## config.mk

```make
export PLATFORM = sky130hd
export DESIGN_NAME = router_input_buffer
export DESIGN_NICKNAME = d
export VERILOG_FILES = /design/src/rtl/router_input_buffer.sv
export SDC_FILE = /design/constraint.sdc
export NUM_CORES = 1
export LEC_CHECK = 0
export CORE_MARGIN = 2
export CORE_UTILIZATION = 53
export DETAILED_ROUTE_END_ITERATION = 6
export PLACE_DENSITY = 0.81
export REMOVE_ABC_BUFFERS = 1
export SETUP_SLACK_MARGIN = 0.15
export SLEW_MARGIN = 5
export SYNTH_ARGS = -nofsm -noshare
export SYNTH_HDL_FRONTEND = slang
export SYNTH_SLANG_ARGS = --single-unit
export TNS_END_PERCENT = 50
```

## constraint.sdc

```tcl
create_clock -name clk -period 4.4 [get_ports clk]
set_clock_uncertainty 0.2 [all_clocks]
set_input_delay 0.44 -clock clk [delete_from_list [all_inputs] [get_ports clk]]
set_output_delay 0.44 -clock clk [all_outputs]
set_load 0.05 [all_outputs]
```

## src/rtl/router_input_buffer.sv

```systemverilog
// Mesh router input-buffer bank: NUM_PORTS independent FWFT FIFOs
// with occupancy, almost-full, sticky error flags and per-port flush.
module router_input_buffer #(
  parameter int NUM_PORTS    = 5,
  parameter int DEPTH        = 8,
  parameter int DATASIZE     = 40,
  parameter int AFULL_THRESH = DEPTH - 2,
  localparam int CW          = $clog2(DEPTH + 1)
) (
  input  logic                          clk,
  input  logic                          rst,
  input  logic [NUM_PORTS*DATASIZE-1:0] data_in,
  input  logic [NUM_PORTS-1:0]          valid_in,
  output logic [NUM_PORTS-1:0]          full_out,
  output logic [NUM_PORTS-1:0]          afull_out,
  output logic [NUM_PORTS*DATASIZE-1:0] data_out,
  output logic [NUM_PORTS-1:0]          valid_out,
  input  logic [NUM_PORTS-1:0]          ready_in,
  output logic [NUM_PORTS*CW-1:0]       count_out,
  input  logic [NUM_PORTS-1:0]          flush,
  input  logic                          err_clr,
  output logic [NUM_PORTS-1:0]          ovf_err,
  output logic [NUM_PORTS-1:0]          udf_err
);

  localparam int AW = $clog2(DEPTH);
  localparam logic [CW-1:0] FULL_C = CW'(DEPTH);
  localparam logic [CW-1:0] AF_C   = CW'(AFULL_THRESH);

  logic [NUM_PORTS-1:0] ovf_set;
  logic [NUM_PORTS-1:0] udf_set;

  assign ovf_set = valid_in & full_out;
  assign udf_set = ready_in & ~valid_out;

  // Sticky error flags; a new set outranks a same-cycle clear
  always_ff @(posedge clk) begin
    if (rst) begin
      ovf_err <= '0;
      udf_err <= '0;
    end else begin
      ovf_err <= (err_clr ? '0 : ovf_err) | ovf_set;
      udf_err <= (err_clr ? '0 : udf_err) | udf_set;
    end
  end

  for (genvar p = 0; p < NUM_PORTS; p++) begin : g_port
    logic [DATASIZE-1:0] mem [DEPTH];
    logic [AW-1:0]       wptr;
    logic [AW-1:0]       rptr;
    logic [CW-1:0]       cnt;
    logic                we;
    logic                re;

    assign we = valid_in[p] & ~full_out[p];
    assign re = ready_in[p] & valid_out[p];

    // Pointer and occupancy tracking; flush empties the port
    always_ff @(posedge clk) begin
      if (rst || flush[p]) begin
        wptr <= '0;
        rptr <= '0;
        cnt  <= '0;
      end else begin
        if (we) wptr <= wptr + AW'(1);
        if (re) rptr <= rptr + AW'(1);
        case ({we, re})
          2'b10:   cnt <= cnt + CW'(1);
          2'b01:   cnt <= cnt - CW'(1);
          default: cnt <= cnt;
        endcase
      end
    end

    // Flit storage; not reset, writes suppressed by flush or reset
    always_ff @(posedge clk) begin
      if (!rst && !flush[p] && we)
        mem[wptr] <= data_in[p*DATASIZE +: DATASIZE];
    end

    assign full_out[p]  = (cnt == FULL_C);
    assign afull_out[p] = (cnt >= AF_C);
    assign valid_out[p] = (cnt != '0);
    assign count_out[p*CW +: CW] = cnt;
    assign data_out[p*DATASIZE +: DATASIZE] =
      valid_out[p] ? mem[rptr] : '0;
  end

endmodule

```

## Word level (Yosys, flattened, before mapping)

Memories as Yosys holds them, arrays and structs flattened. A register that Yosys moved wholly into a read port is not among the register bits.
Index checks and enable logic that the tools add are counted.

- Register bits after elaboration: 60
- Memory bits (writable): 1,600
- Input port bits: 218
- Output and inout port bits: 245
- Word-level logic and storage cells: 145
- Memories kept: 5

Memory list:

| memory | words | bits a word | rd ports | clocked after memory_dff | wr ports | RTL line | RTL |
|---|---|---|---|---|---|---|---|
| g_port[0].mem | 8 | 40 | 1 | 1 | 1 | 48 | `logic [DATASIZE-1:0] mem [DEPTH];` |
| g_port[1].mem | 8 | 40 | 1 | 1 | 1 | 48 |  |
| g_port[2].mem | 8 | 40 | 1 | 1 | 1 | 48 |  |
| g_port[3].mem | 8 | 40 | 1 | 1 | 1 | 48 |  |
| g_port[4].mem | 8 | 40 | 1 | 1 | 1 | 48 |  |

- Add/sub/neg operators: 20
- Magnitude comparators: 5
- Equality and inequality tests: 15
- Muxes and demuxes: 32
- Bitwise gates (word level): 20
- Reductions and logical operators: 31

Operator list:

| operator | count |
|---|---|
| $mux 40 | 5 |
| $pmux 4 s2 | 5 |
| $add 3x1->3 const B | 10 |
| $mux 3 | 10 |
| $add 4x1->4 const B | 5 |
| $eq 4x4->1 const B | 5 |
| $ge 4x3->1 const B | 5 |
| $reduce_bool 4->1 | 5 |
| $sub 4x1->4 const B | 5 |
| $and 1x1->1 | 10 |
| $and 5x5->5 | 2 |
| $eq 2x1->1 const B | 5 |
| $eq 2x2->1 const B | 5 |
| $logic_and 1x1->1 | 10 |
| $mux 1 | 10 |
| $mux 5 | 2 |
| $or 5x5->5 | 2 |
| $reduce_bool 2->1 | 5 |
| $logic_not 1->1 | 6 |
| $logic_or 1x1->1 | 5 |
| $not 1->1 | 5 |
| $not 5->5 | 1 |

## Longest topological paths before layout

- Depth after elaboration: 6
- Gate-level depth with buffers: 12
- Mapped depth without buffers: 10

## Least setup slack after synthesis

OpenSTA, ideal clock, no wires.

- Path kind: register to register
- Start: reg g_port[0].cnt[0]
- End: mem g_port[0].mem[4][0] (enable)
- Setup time: 0.487 ns
- Data arrival time: 3.979 ns
- Required time: 3.713 ns
- Path slack: -0.266 ns
- Cell stages (with the launch flop): 4
- Buffers on the path: 0
- Clock period less this slack: 4.666 ns
- Cell sequence: dfxtp_1 > or4b_4 > nand4_1 > nor3_1

- Longest elaborated chain between the ends: 6

RTL lines:

| what | RTL line | RTL |
|---|---|---|
| start, declared | 51 | `logic [CW-1:0] cnt;` |
| start signal, assigned | 68 | `2'b10: cnt <= cnt + CW'(1);` |
| start signal, assigned | 69 | `2'b01: cnt <= cnt - CW'(1);` |
| start signal, assigned | 70 | `default: cnt <= cnt;` |
| $eq 4x4->1 | 81 | `assign full_out[p] = (cnt == FULL_C);` |
| $not 1->1 | 55 | `assign we = valid_in[p] & ~full_out[p];` |
| $and 1x1->1 | 55 |  |
| $logic_and 1x1->1 | 77 | `if (!rst && !flush[p] && we)` |
| $mux 1 | 77 |  |
| $mux 1 (implied by the code) | 78 | `mem[wptr] <= data_in[p*DATASIZE +: DATASIZE];` |
| end, declared | 48 |  |

Every way passes these cells.

==> impl_metrics.py <==
metrics = {
    "global_route": {
        "grt.total_usage": 0.230,
        "grt_max_degree": 55,
        "grt_overflow_total": 0,
        "grt_antenna_before_repair": 28,
        "grt_first_pass_wirelength_um": 212000,
        "grt_pass1_vias": 33100,
    },
    "synth": {
        "synth-async-reset-ratio": 0,
        "yosys_warnings": 0,
        "syn-cell-area_um2": 64600,
        "synth_ff_type": "edfxtp_1",
        "synth-edff-count": 1600,
        "synth-seq-area-share": 0.767,
        "ys_ff_latch": 1675,
        "ys_types": 39,
        "syn_area_per_cell_um2": 21.7,
        "synth_cells": 2973,
    },
    "sta": {
        "drv_slew": 0,
        "slew_headroom": 0.339,
        "whs_ps": 129,
        "rsz0062_at_grt": "true",
        "worst_pin_slew_ps": 989,
        "period_minus_slack_ps": 4060,
        "hold_violations": 0,
        "tns_ps": 0,
        "max_freq_mhz": 246,
        "period_share": 0.922,
        "setup_viol": 0,
    },
    "power_and_ir_drop": {
        "powerDensity_nw_per_um2": 428,
        "vdd_ir_drop_max_mv": 0.381,
        "p_leak_nw": 23.4,
    },
    "die": {
        "ioPinCount": 463,
        "fp-row-count": 128,
        "initial_core_util": 0.532,
        "core-area_um2": 121000,
        "dieWidth_um": 353,
        "die_height_um": 353,
        "die_area_um2": 125000,
    },
    "critical_path": {
        "critPathKind": "flop to primary output",
        "r2r_start": "g_port[2].cnt[1]",
        "slowest_delay_ps": 760,
        "required_ps": 3760,
        "crit_path_end_kind": "primary output",
        "worstSetupStartpointType": "flop",
        "crit_arrival_ps": 3420,
        "critical_path.cell_chain": "buf_16, mux4_2, mux2i_1, nor2_1, clkdlybuf4s50_1",
        "crit-reg2reg-capture": "g_port[2].cnt[2]",
        "path_delay_family": "buffers and inverters",
        "crit_path_max_fanout": 54,
        "critPathBufInv": 2,
        "r2r_setup_slack_ps": 1120,
        "cp_slowest_cell": "clkdlybuf4s50_1",
        "worst_r2r_path_depth": 10,
    },
    "outcome": {
        "status": "completed",
    },
    "hold_path": {
        "hp-start": "ready_in[3]",
        "hold_path_depth": 3,
        "hold_path_end": "udf_err[3]",
        "holdCritPathClass": "primary input to flop",
    },
    "placement": {
        "portBuffers": 462,
        "place_hpwl_um": 80800,
        "gp_congestion": 0.786,
    },
    "drt": {
        "viasPerCell": 5.91,
        "firstDrtPassIters": 5,
        "vias": 31400,
        "final_antenna_net_count": 0,
        "drt_iter0_drc": 3139,
        "wl_per_cell_um": 27.0,
        "drt_wl_total_um": 143000,
        "drcViolationCount": 0,
    },
    "clock_tree": {
        "cts_hold_buf": 0,
        "htree_num_levels": 4,
        "worstSkewPairLatency_ps": 790,
        "clkTransAtPathRegs_ps": 60,
        "cts_tree": "yes",
        "cts.path.max_buffers": 3,
        "cts_root_buf": "clkbuf_16",
        "clkSinkCount": 1675,
        "cts_buffers": 164,
    },
    "cells_and_area": {
        "nNetsFinal": 3781,
        "synthToLayoutAreaGrowth_pct": 18.7,
        "drive_above_1_share": 0.218,
    },
    "job": {
        "drv_cap": 0,
    },
}
-- worst max path at each step --
stage	endpoint	depth (start not counted)	start	slack, ps
5_1_grt	data_out[127]	5	flop	120
3_5_place_dp	g_port[3].mem[2][19]	6	rst	980
6_report	data_out[121]	5	flop	340
4_1_cts	data_out[101]	5	flop	180
3_3_place_gp	g_port[0].mem[3][3]	6	rst	1040
2_1_floorplan	data_out[0]	3	flop	-920
-- cell usage after synthesis (8+ instances only) --
master	n	share of area
nor2_1	289	0.017
nand2_1	20	0.0012
dfxtp_1	75	0.023
inv_2	10	0.00058
edfxtp_1	1600	0.74
nand3_1	15	0.0012
buf_6	50	0.0087
dlygate4sd1_1	8	0.0011
mux4_2	400	0.14
ha_1	25	0.0048
or3_1	10	0.00097
o21ai_0	10	0.00077
clkbuf_1	70	0.0041
nor2b_1	10	0.00097
xor2_1	30	0.0041
a21oi_1	26	0.0020
nand2b_1	20	0.0019
mux2i_1	214	0.033
buf_2	19	0.0015
-- kinds of logic after synthesis --
kind of cell	Yosys count	share of synthesized area
compound gates	46	0.00405
xor+xnor	35	0.00532
fa+ha+maj	25	0.00484
buf+inv	163	0.0163
flops	1675	0.767
mux	614	0.173
simple gates	415	0.0305
-- placed cells by master, fill, tap and decap left out, drive strengths merged, types with 10 or more instances in the layout --
cell type / Yosys / routed
edfxtp: 1600 / 1600
clkdlybuf4s50: 0 / 462
mux4: 400 / 400
nor2: 289 / 289
mux2i: 214 / 214
clkbuf: 70 / 212
buf: 74 / 88
dfxtp: 75 / 75
clkinv: 0 / 70
xor2: 30 / 30
a21oi: 26 / 26
ha: 25 / 25
nand2: 25 / 25
nand2b: 20 / 20
inv: 11 / 17
diode: 0 / 16
nand3: 15 / 15
or3: 15 / 15
o21ai: 10 / 10
nor2b: 10 / 10
nor3: 10 / 10
-- metal layers --
metal / up-vias / share of wire / GRT usage
li1: 13300 / - / -
met1: 16400 / 0.38 / 0.301
met2: 1382 / 0.51 / 0.382
met3: 228 / 0.088 / 0.0557
met4: 28 / 0.023 / 0.0744
met5: - / 0.0012 / 0
-- worst min-delay path, stage by stage --
cell and delay, ps:
clkdlybuf4s50_1 450, a21oi_1 140, nor2_1 40
-- registers in the layout, summed over array words and instances, names as in the netlist, named ones only --
signal	count
ovf_err	5
g_port.wptr	15
g_port.mem	1600
g_port.rptr	15
g_port.cnt	20
udf_err	5
-- report_power, final --
part | switching, mW | internal (mW) | total [mW]
Sequential | 0.0639 | 17.5 | 17.6
Clock | 5.90 | 7.35 | 13.2
Combinational | 1.25 | 0.724 | 1.98
-- area by class of cell --
type                            instances  area (um2)
Multi-Input combinational cell       1135       14300
Sequential cell                      1675       49600
Tap cell                             1625        2030
Timing Repair Buffer                  551        5600
Antenna cell                           16        40.0
Inverter                               11        41.3
Clock inverter                         84         769
Clock buffer                          211        4350
Fill cell                            7944       44700
-- per-stage QoR --
| step | instance area [um2] | worst slack (ps) | power, mW | utilization | std cells |
|---|---|---|---|---|---|
| 2_1_floorplan | 63600 | -917 | 19.0 | - | 2821 |
| 3_3_place_gp | 71500 | 1040 | 19.9 | 0.589 | 4994 |
| 3_5_place_dp | 71500 | 982 | 19.9 | 0.589 | 4994 |
| 4_1_cts | 76600 | 180 | 33.1 | 0.631 | 5290 |
| 5_1_grt | 76700 | 117 | 33.8 | 0.632 | 5301 |
| 6_report | 76700 | 342 | 32.8 | 0.632 | 5308 |
-- repair_timing --
| item | CTS | global route |
|---|---|---|
| gates cloned | 0 | 0 |
| pin swaps | 0 | 0 |
| gates resized for setup | 0 | 1 |
| buffers inserted | 1 | 2 |
| endpoints found under the setup margin | 2 | 17 |
Power figures use the tool's default switching activity.
